<file path="src/rtl/neuron_tdm_scheduler_if.sv">
// Host, datapath and spike signals of the neuron TDM scheduler.
// The master side is the host plus the external update datapath; the scheduler is the slave.
interface neuron_tdm_scheduler_if #(
  parameter int IDX_W   = 4,
  parameter int W       = 16,
  parameter int STEPS_W = 16
);
  logic               start;
  logic               clear;
  logic [STEPS_W-1:0] num_steps;
  logic               i_we;
  logic [IDX_W-1:0]   i_addr;
  logic [W-1:0]       i_data;
  logic               busy;
  logic               done;
  logic               dp_valid;
  logic [W-1:0]       dp_v;
  logic [W-1:0]       dp_w;
  logic [W-1:0]       dp_i;
  logic [W-1:0]       dp_v_next;
  logic [W-1:0]       dp_w_next;
  logic               spike_valid;
  logic [IDX_W-1:0]   spike_idx;
  logic [STEPS_W-1:0] spike_step;
  logic [IDX_W-1:0]   rd_addr;
  logic [W-1:0]       rd_v;
  logic [W-1:0]       rd_w;

  modport master (
    output start, clear, num_steps, i_we, i_addr, i_data,
    output dp_v_next, dp_w_next, rd_addr,
    input  busy, done, dp_valid, dp_v, dp_w, dp_i,
    input  spike_valid, spike_idx, spike_step, rd_v, rd_w
  );

  modport slave (
    input  start, clear, num_steps, i_we, i_addr, i_data,
    input  dp_v_next, dp_w_next, rd_addr,
    output busy, done, dp_valid, dp_v, dp_w, dp_i,
    output spike_valid, spike_idx, spike_step, rd_v, rd_w
  );
endinterface

</file>
<file path="src/rtl/neuron_tdm_scheduler.sv">
// Time-multiplexes one external combinational neuron-update datapath over N_NEURONS
// neurons, holding per-neuron v/w/current state and emitting threshold up-crossing spikes.
module neuron_tdm_scheduler #(
  parameter int                   N_NEURONS = 16,
  parameter int                   IDX_W     = 4,
  parameter int                   W         = 16,
  parameter int                   STEPS_W   = 16,
  parameter logic signed [W-1:0]  SPIKE_TH  = 16'sd4096,
  parameter logic [W-1:0]         V_INIT    = 16'hECE1,
  parameter logic [W-1:0]         W_INIT    = 16'hF600
) (
  input logic                   clk,
  input logic                   rst,
  neuron_tdm_scheduler_if.slave bus
);

  typedef enum logic [2:0] {
    S_IDLE,
    S_INIT,
    S_ISSUE,
    S_CAPTURE,
    S_DONE
  } state_t;

  localparam logic [IDX_W-1:0]   IDX_LAST = IDX_W'(N_NEURONS - 1);
  localparam logic [IDX_W-1:0]   IDX_ONE  = IDX_W'(1);
  localparam logic [STEPS_W-1:0] STEP_ONE = STEPS_W'(1);

  state_t             state, state_nx;
  logic [IDX_W-1:0]   idx, idx_nx;
  logic [STEPS_W-1:0] step, step_nx;
  logic [STEPS_W-1:0] steps_q, steps_nx;

  logic [W-1:0] v_mem [N_NEURONS];
  logic [W-1:0] w_mem [N_NEURONS];
  logic [W-1:0] i_mem [N_NEURONS];

  logic spike_hit;

  // Up-crossing: the operand v was below threshold and the result reaches it.
  assign spike_hit = ($signed(bus.dp_v) < SPIKE_TH) && ($signed(bus.dp_v_next) >= SPIKE_TH);

  // NOTE: every variable gets a default before the case so no path leaves it unassigned and infers a latch.
  always_comb begin
    state_nx = state;
    idx_nx   = idx;
    step_nx  = step;
    steps_nx = steps_q;
    unique case (state)
      S_IDLE: begin
        if (bus.start) begin
          steps_nx = bus.num_steps;
          idx_nx   = '0;
          step_nx  = '0;
          if (bus.clear)                state_nx = S_INIT;
          else if (bus.num_steps == '0) state_nx = S_DONE;
          else                          state_nx = S_ISSUE;
        end
      end
      S_INIT: begin
        if (idx == IDX_LAST) begin
          idx_nx   = '0;
          state_nx = (steps_q == '0) ? S_DONE : S_ISSUE;
        end else begin
          idx_nx = idx + IDX_ONE;
        end
      end
      S_ISSUE: state_nx = S_CAPTURE;
      S_CAPTURE: begin
        if (idx != IDX_LAST) begin
          idx_nx   = idx + IDX_ONE;
          state_nx = S_ISSUE;
        end else if (step < steps_q - STEP_ONE) begin
          idx_nx   = '0;
          step_nx  = step + STEP_ONE;
          state_nx = S_ISSUE;
        end else begin
          state_nx = S_DONE;
        end
      end
      S_DONE:  state_nx = S_IDLE;
      default: state_nx = S_IDLE;
    endcase
  end

  // NOTE: registers use non-blocking assignments so every flop samples pre-edge values regardless of statement order.
  always_ff @(posedge clk or posedge rst) begin
    if (rst) begin
      state   <= S_IDLE;
      idx     <= '0;
      step    <= '0;
      steps_q <= '0;
    end else begin
      state   <= state_nx;
      idx     <= idx_nx;
      step    <= step_nx;
      steps_q <= steps_nx;
    end
  end

  // NOTE: the state tables are flops, not RAM, because every entry must clear on reset and be readable combinationally.
  always_ff @(posedge clk or posedge rst) begin
    if (rst) begin
      for (int k = 0; k < N_NEURONS; k++) begin
        v_mem[k] <= V_INIT;
        w_mem[k] <= W_INIT;
        i_mem[k] <= '0;
      end
      bus.dp_valid    <= 1'b0;
      bus.dp_v        <= '0;
      bus.dp_w        <= '0;
      bus.dp_i        <= '0;
      bus.spike_valid <= 1'b0;
      bus.spike_idx   <= '0;
      bus.spike_step  <= '0;
    end else begin
      bus.dp_valid    <= (state == S_ISSUE);
      bus.spike_valid <= 1'b0;
      unique case (state)
        S_IDLE: begin
          if (bus.i_we) i_mem[bus.i_addr] <= bus.i_data;
        end
        S_INIT: begin
          v_mem[idx] <= V_INIT;
          w_mem[idx] <= W_INIT;
        end
        S_ISSUE: begin
          bus.dp_v <= v_mem[idx];
          bus.dp_w <= w_mem[idx];
          bus.dp_i <= i_mem[idx];
        end
        S_CAPTURE: begin
          v_mem[idx] <= bus.dp_v_next;
          w_mem[idx] <= bus.dp_w_next;
          if (spike_hit) begin
            bus.spike_valid <= 1'b1;
            bus.spike_idx   <= idx;
            bus.spike_step  <= step;
          end
        end
        default: ;
      endcase
    end
  end

  assign bus.busy = (state != S_IDLE);
  assign bus.done = (state == S_DONE);
  assign bus.rd_v = v_mem[bus.rd_addr];
  assign bus.rd_w = w_mem[bus.rd_addr];

endmodule

</file>
<file path="src/flat_wrapper.sv">
// flat-port wrapper written by rule: the top's interface ports become plain ports
module neuron_tdm_scheduler_flat 
#(
  parameter int                   N_NEURONS = 16,
  parameter int                   IDX_W     = 4,
  parameter int                   W         = 16,
  parameter int                   STEPS_W   = 16,
  parameter logic signed [W-1:0]  SPIKE_TH  = 16'sd4096,
  parameter logic [W-1:0]         V_INIT    = 16'hECE1,
  parameter logic [W-1:0]         W_INIT    = 16'hF600
)
  (clk, rst, bus_start, bus_clear, bus_num_steps, bus_i_we, bus_i_addr, bus_i_data, bus_dp_v_next, bus_dp_w_next, bus_rd_addr, bus_busy, bus_done, bus_dp_valid, bus_dp_v, bus_dp_w, bus_dp_i, bus_spike_valid, bus_spike_idx, bus_spike_step, bus_rd_v, bus_rd_w);
  neuron_tdm_scheduler_if #(.IDX_W(IDX_W), .W(W), .STEPS_W(STEPS_W)) bus_i ();
  input logic clk;
  input logic rst;
  input wire logic [$bits(bus_i.start)-1:0] bus_start;
  input wire logic [$bits(bus_i.clear)-1:0] bus_clear;
  input wire logic [$bits(bus_i.num_steps)-1:0] bus_num_steps;
  input wire logic [$bits(bus_i.i_we)-1:0] bus_i_we;
  input wire logic [$bits(bus_i.i_addr)-1:0] bus_i_addr;
  input wire logic [$bits(bus_i.i_data)-1:0] bus_i_data;
  input wire logic [$bits(bus_i.dp_v_next)-1:0] bus_dp_v_next;
  input wire logic [$bits(bus_i.dp_w_next)-1:0] bus_dp_w_next;
  input wire logic [$bits(bus_i.rd_addr)-1:0] bus_rd_addr;
  output wire logic [$bits(bus_i.busy)-1:0] bus_busy;
  output wire logic [$bits(bus_i.done)-1:0] bus_done;
  output wire logic [$bits(bus_i.dp_valid)-1:0] bus_dp_valid;
  output wire logic [$bits(bus_i.dp_v)-1:0] bus_dp_v;
  output wire logic [$bits(bus_i.dp_w)-1:0] bus_dp_w;
  output wire logic [$bits(bus_i.dp_i)-1:0] bus_dp_i;
  output wire logic [$bits(bus_i.spike_valid)-1:0] bus_spike_valid;
  output wire logic [$bits(bus_i.spike_idx)-1:0] bus_spike_idx;
  output wire logic [$bits(bus_i.spike_step)-1:0] bus_spike_step;
  output wire logic [$bits(bus_i.rd_v)-1:0] bus_rd_v;
  output wire logic [$bits(bus_i.rd_w)-1:0] bus_rd_w;
  assign bus_i.start = bus_start;
  assign bus_i.clear = bus_clear;
  assign bus_i.num_steps = bus_num_steps;
  assign bus_i.i_we = bus_i_we;
  assign bus_i.i_addr = bus_i_addr;
  assign bus_i.i_data = bus_i_data;
  assign bus_i.dp_v_next = bus_dp_v_next;
  assign bus_i.dp_w_next = bus_dp_w_next;
  assign bus_i.rd_addr = bus_rd_addr;
  assign bus_busy = bus_i.busy;
  assign bus_done = bus_i.done;
  assign bus_dp_valid = bus_i.dp_valid;
  assign bus_dp_v = bus_i.dp_v;
  assign bus_dp_w = bus_i.dp_w;
  assign bus_dp_i = bus_i.dp_i;
  assign bus_spike_valid = bus_i.spike_valid;
  assign bus_spike_idx = bus_i.spike_idx;
  assign bus_spike_step = bus_i.spike_step;
  assign bus_rd_v = bus_i.rd_v;
  assign bus_rd_w = bus_i.rd_w;
  neuron_tdm_scheduler #(.N_NEURONS(N_NEURONS), .IDX_W(IDX_W), .W(W), .STEPS_W(STEPS_W), .SPIKE_TH(SPIKE_TH), .V_INIT(V_INIT), .W_INIT(W_INIT)) u_core (.clk(clk), .rst(rst), .bus(bus_i));
endmodule
</file>
<file path="config.mk">
export PLATFORM = sky130hd
export DESIGN_NAME = neuron_tdm_scheduler_flat
export DESIGN_NICKNAME = d
export VERILOG_FILES = /design/src/rtl/neuron_tdm_scheduler_if.sv /design/src/rtl/neuron_tdm_scheduler.sv /design/src/flat_wrapper.sv
export SDC_FILE = /design/constraint.sdc
export NUM_CORES = 2
export LEC_CHECK = 0
export CORE_AREA = 2 2 280 282
export CTS_BUF_LIST = sky130_fd_sc_hd__clkbuf_8 sky130_fd_sc_hd__clkbuf_16
export DETAILED_ROUTE_END_ITERATION = 7
export DIE_AREA = 0 0 282 284
export MAX_ROUTING_LAYER = met4
export PLACE_DENSITY = 0.79
export SYNTH_ARGS = -nofsm -noshare
export SYNTH_HDL_FRONTEND = slang
export SYNTH_SLANG_ARGS = --single-unit
</file>
<file path="constraint.sdc">
create_clock -name clk -period 74 [get_ports clk]
set_clock_uncertainty 0.15 [all_clocks]
set_input_delay 14.8 -clock clk [delete_from_list [all_inputs] [get_ports clk]]
set_output_delay 14.8 -clock clk [all_outputs]
set_load 0.05 [all_outputs]
</file>
## Word-level counts from Yosys, hierarchy flattened

Cells that the tools add are included.

- Input bits: 77
- Output and inout port bits: 104
- Flip-flop bits (word level): 877
- Logic and storage cells: 149

- Bitwise gates (word level): 9
- Mux-type cells: 43
- Reduce and logical (&&, ||, !) cells: 16
- $lt $le $gt $ge: 8
- $add $sub $neg: 3
- Equality and inequality tests: 11

Operators by type and width:

| kind | number |
|---|---|
| $pmux W256 S2 | 2 |
| $bwmux W256 | 3 |
| $bmux W16 S4 | 5 |
| $mux W16 | 15 |
| $and A160 B160 Y160 | 1 |
| $not A160 Y160 | 1 |
| $or A144 B144 Y144 | 1 |
| $demux W16 S4 | 2 |
| $and A112 B112 Y112 | 1 |
| $not A112 Y112 | 1 |
| $or A96 B96 Y96 | 1 |
| $logic_not A16 Y1 | 2 |
| $pmux W16 S2 | 1 |
| $mux W3 | 7 |
| $add A16 B1 Y16 const B | 1 |
| $ge A16 B14 Y1 const B | 1 |
| $lt A16 B14 Y1 const B | 1 |
| $lt A16 B16 Y1 | 1 |
| $mux W4 | 4 |
| $sub A16 B1 Y16 const B | 1 |
| $ge A5 B5 Y1 const B | 3 |
| $not A4 Y5 | 3 |
| $pmux W3 S4 | 1 |
| $pmux W4 S3 | 1 |
| 18 further kinds | 30 |

## Depth between registers and ports, before layout

- Depth in word-level cells: 8
- Gate-level depth with buffers: 14
- Gate-level depth less buffers: 13

## Least setup slack after synthesis

No wires, ideal clock.

- Path type: input -> output
- Start: input port bus_rd_addr[0]
- End: output port bus_rd_w[0]
- Path buffers: 2
- Cell stages on the path: 4
- Required time: 59.050 ns
- Data arrival time: 16.686 ns
- Path slack: 42.364 ns
- Cells stage by stage: buf_2 -> buf_1 -> mux4_2 -> mux4_2

- Cells in the longest elaborated chain, start to end: 4

RTL lines:

| item | RTL line | text |
|---|---|---|
| start, declared | flat_wrapper.sv:24 | `input wire logic [$bits(bus_i.rd_addr)-1:0] bus_rd_addr;` |
| $not A4 Y5 (not written as such) | neuron_tdm_scheduler.sv:149 | `assign bus.rd_w = w_mem[bus.rd_addr];` |
| $bmux W16 S4 | neuron_tdm_scheduler.sv:149 |  |
| $mux W16 (not written as such) (2 in series) | neuron_tdm_scheduler.sv:149 |  |
| end, declared | flat_wrapper.sv:35 | `output wire logic [$bits(bus_i.rd_w)-1:0] bus_rd_w;` |

No other way between the ends. The select of a mux whose other input is x is not followed.

## Worst setup path after layout

- Start: input port bus_rd_addr[0]
- End: output port bus_rd_v[7]

- Cells in the longest elaborated chain, start to end: 4

RTL lines:

| item | RTL line | text |
|---|---|---|
| $not A4 Y5 (not written as such) | neuron_tdm_scheduler.sv:148 | `assign bus.rd_v = v_mem[bus.rd_addr];` |
| $bmux W16 S4 | neuron_tdm_scheduler.sv:148 |  |
| $mux W16 (not written as such) (2 in series) | neuron_tdm_scheduler.sv:148 |  |
| end, declared | flat_wrapper.sv:34 | `output wire logic [$bits(bus_i.rd_v)-1:0] bus_rd_v;` |

No other way between the ends. The select of a mux whose other input is x is not followed.

==> flow_summary.ini <==
[worst_setup_path]
cp-startpoint = bus_rd_addr[0]
criticalPathCategory = in2out
reg2reg_slack_ns = 69.21
setup.worst_path.end = bus_rd_v[7]
reg2reg_to = u_core.idx[0]
startpoint_type = input pin
reg2reg_depth = 8
crit_fanout = 81
endpoint_kind = output pin
cp.arrival_ns = 18.43
cp.required_ns = 59.05
r2r_start = u_core.idx[0]

[pwr]
p_total_mw = 2.12
pwr-share-seq_pct = 40.9
ir_drop_mv = 0.0280
switchingPower_uw = 732
cellPowerDensity_mw_per_mm2 = 43.9
p_int_mw = 1.39
clkPwrFrac_pct = 22.5
swShare_pct = 34.6
power.leakage_nw = 21.0
pwr-share-comb_pct = 36.7

[timing]
fin_tns_setup_ns = 0
rsz0062_at_grt = false
layout_min_cycle_time_ns = 33.39
finalHoldViolCount = 0
relSlewSlack_pct = 12.1
slew_viol_final = 0
max_freq_mhz = 30.0
finalSetupViolations = 0
worstMarginPinSlew_ns = 1.32
timing.final.crit_share_pct = 45.1

[flow_run]
cap_violations = 0

[clocking]
numCtsBuffers = 91
postCtsHoldBufs = 0
htreeDepth = 3
root_buffer = clkbuf_16
clk_pin_slew_ns = 0.06
clock_latency_ns = 0.68
cts_tree = built
cts_buffer_depth = 3
postCtsSetupRepairBufs = 0
cts.sinks = 877
cts_resized = 0

[layout]
finalNetCount = 3169
multiInputGateArea_mm2 = 0.0192
nFillCells = 5490
regArea_mm2 = 0.0223
final_layout_size_suffix_gt1_share_pct = 36.8
final_core_util_pct = 62.7
area_growth_syn_to_layout_pct = 12.6

[routing]
vias_per_cell = 6.86
vias = 28788
dr.pass1.iters = 8
wirelength_um = 119000
drt-initial-drc-count = 3356
ant_nets = 0
drc = 0
wl_per_cell_um = 28.4

[grt]
grt_max_degree = 195
antenna_found_initial = 5
overflow = 0
grt_usage_pct = 31.3
grt_pass1_vias = 30315
grt_pass1_wl_um = 184000

[synthesis]
ys.warnings.count = 0
synthFlopType = dfrtp_1
synth_cell_type_count = 53
synthArstFlopShare_pct = 100
synth_edf_count = 0
avgSynthCellArea_um2 = 14.0
syn-num-nets = 3152
netlist_area_mm2 = 0.0428
ys_ff_latch = 877
ys_seq_area_share_pct = 52.0
syn_inst = 3054

[floorplan]
die_area_mm2 = 0.0801
die_y_um = 284
die_w_um = 282
rows = 102
core_mm2 = 0.0770
start_util_pct = 55.6
ios = 181

[worst_hold_path]
hp-class = reg2reg

[status]
outcome = finished, final reports clean

[place]
dp.final_hpwl_um = 70400
io_buffers = 180
gp_congestion = 0.863
-- cell families (layout without fill, tap and decap cells) --
family	after synthesis	after routing	share of synthesized area [%]
fa+ha+maj	21	21	0.614
xor+xnor	16	16	0.327
other cells	0	5	0
buf+inv	329	425	3.37
flops	877	877	52.0
mux	704	704	29.0
simple gates	511	511	5.14
compound gates	596	596	9.56
-- state kept, by name, indices dropped and copies added, names as in the netlist, 16 cells and up --
| name | cells |
|---|---|
| u_core.steps_q | 16 |
| u_core.bus.dp_v | 16 |
| u_core.v_mem | 256 |
| u_core.w_mem | 256 |
| u_core.step | 16 |
| u_core.bus.spike_step | 16 |
| u_core.bus.dp_i | 16 |
| u_core.bus.dp_w | 16 |
| u_core.i_mem | 256 |
-- power by group through the flow --
stage,sequential [mW],clock (mW),combinational (mW)
after global routing,0.886,0.500,0.826
after detailed placement,0.864,0,0.774
after global placement,0.845,0,0.744
after floorplan,0.847,0,0.565
final,0.865,0.475,0.776
after CTS,0.859,0.480,0.778
-- worst min path at each step --
stage | startpoint | endpoint | slack (ns) | cells past startpoint
final | u_core.bus.spike_step[1] | u_core.bus.spike_step[1] | 0.33 | 2
after global routing | u_core.w_mem[239] | u_core.w_mem[239] | 0.35 | 2
after CTS | u_core.bus.spike_step[1] | u_core.bus.spike_step[1] | 0.33 | 2
after detailed placement | u_core.bus.spike_step[1] | u_core.bus.spike_step[1] | 0.32 | 2
after global placement | u_core.bus.spike_step[5] | u_core.bus.spike_step[5] | 0.31 | 2
after floorplan | u_core.w_mem[239] | u_core.w_mem[239] | 0.30 | 2
-- through the flow --
| stage | cell area, µm² | worst slack (ns) | instances | hold slack (ns) |
|---|---|---|---|---|
| floorplan | 42800 | 34.80 | 3054 | 0.298 |
| global placement | 45000 | 40.67 | 4018 | 0.307 |
| detailed placement | 45000 | 40.58 | 4018 | 0.317 |
| CTS | 48200 | 40.56 | 4190 | 0.332 |
| global route | 48200 | 40.35 | 4195 | 0.353 |
| finish | 48200 | 40.62 | 4195 | 0.332 |
-- routing by layer --
metal / part of all wire (%) / global-route usage, %
met5: 0 / -
met4: 4.4 / 13.2
met3: 9.7 / 7.90
met2: 49 / 48.6
met1: 37 / 39.3
-- placed cells by master, fill, tap and decap left out, drive strengths merged, types with 13 or more instances in the layout --
cell type	synthesis	layout
nand3	15	15
clkdlybuf4s50	0	176
and2	21	21
clkbuf	205	112
a22o	272	272
nor3	17	17
nand2	347	347
dfstp	240	240
o21ai	249	249
a21oi	41	41
mux4	400	400
dfrtp	637	637
buf	102	54
clkinv	1	29
nor2	59	59
mux2	304	304
inv	21	46
ha	21	21
or3	13	13
-- critical path, cell delays in order --
cell and delay [ns]:
clkbuf_8 0.68, buf_4 0.88, mux4_2 0.62, mux4_2 0.55, clkdlybuf4s50_1 0.74
-- synth_stat cells (4+ instances only) --
cell	instances	area (µm²)
a21oi_1	41	205
a22o_1	272	2380
and2_1	20	125
and3_1	5	31.3
buf_1	43	161
buf_2	33	165
buf_4	8	60.1
buf_6	18	203
clkbuf_1	205	769
dfrtp_1	637	15900
dfstp_2	240	6310
ha_1	21	263
inv_1	20	75.1
mux2_1	13	146
mux2_2	291	3280
mux4_2	400	9010
nand2_1	347	1300
nand3_1	15	75.1
nand4_1	12	75.1
nor2_1	58	218
nor2b_1	6	37.5
nor3_1	15	75.1
nor4_1	6	37.5
o211ai_1	4	30.0
o21ai_0	249	1250
o22a_1	6	52.6
o22ai_1	6	37.5
o2bb2ai_1	5	43.8
or3_1	12	75.1
xnor2_1	12	105
xor2_1	4	35.0
-- layout make-up --
type                            instances  share of cell area, %
Sequential cell                       877                   46.1
Multi-Input combinational cell       1848                   39.8
Clock buffer                          111                   5.34
Timing Repair Buffer                  231                   4.62
Tap cell                             1040                   2.70
Antenna cell                            5                 0.0259
Clock inverter                         61                   1.23
Inverter                               22                  0.192
Note: power is estimated with default switching activity, not from simulation.
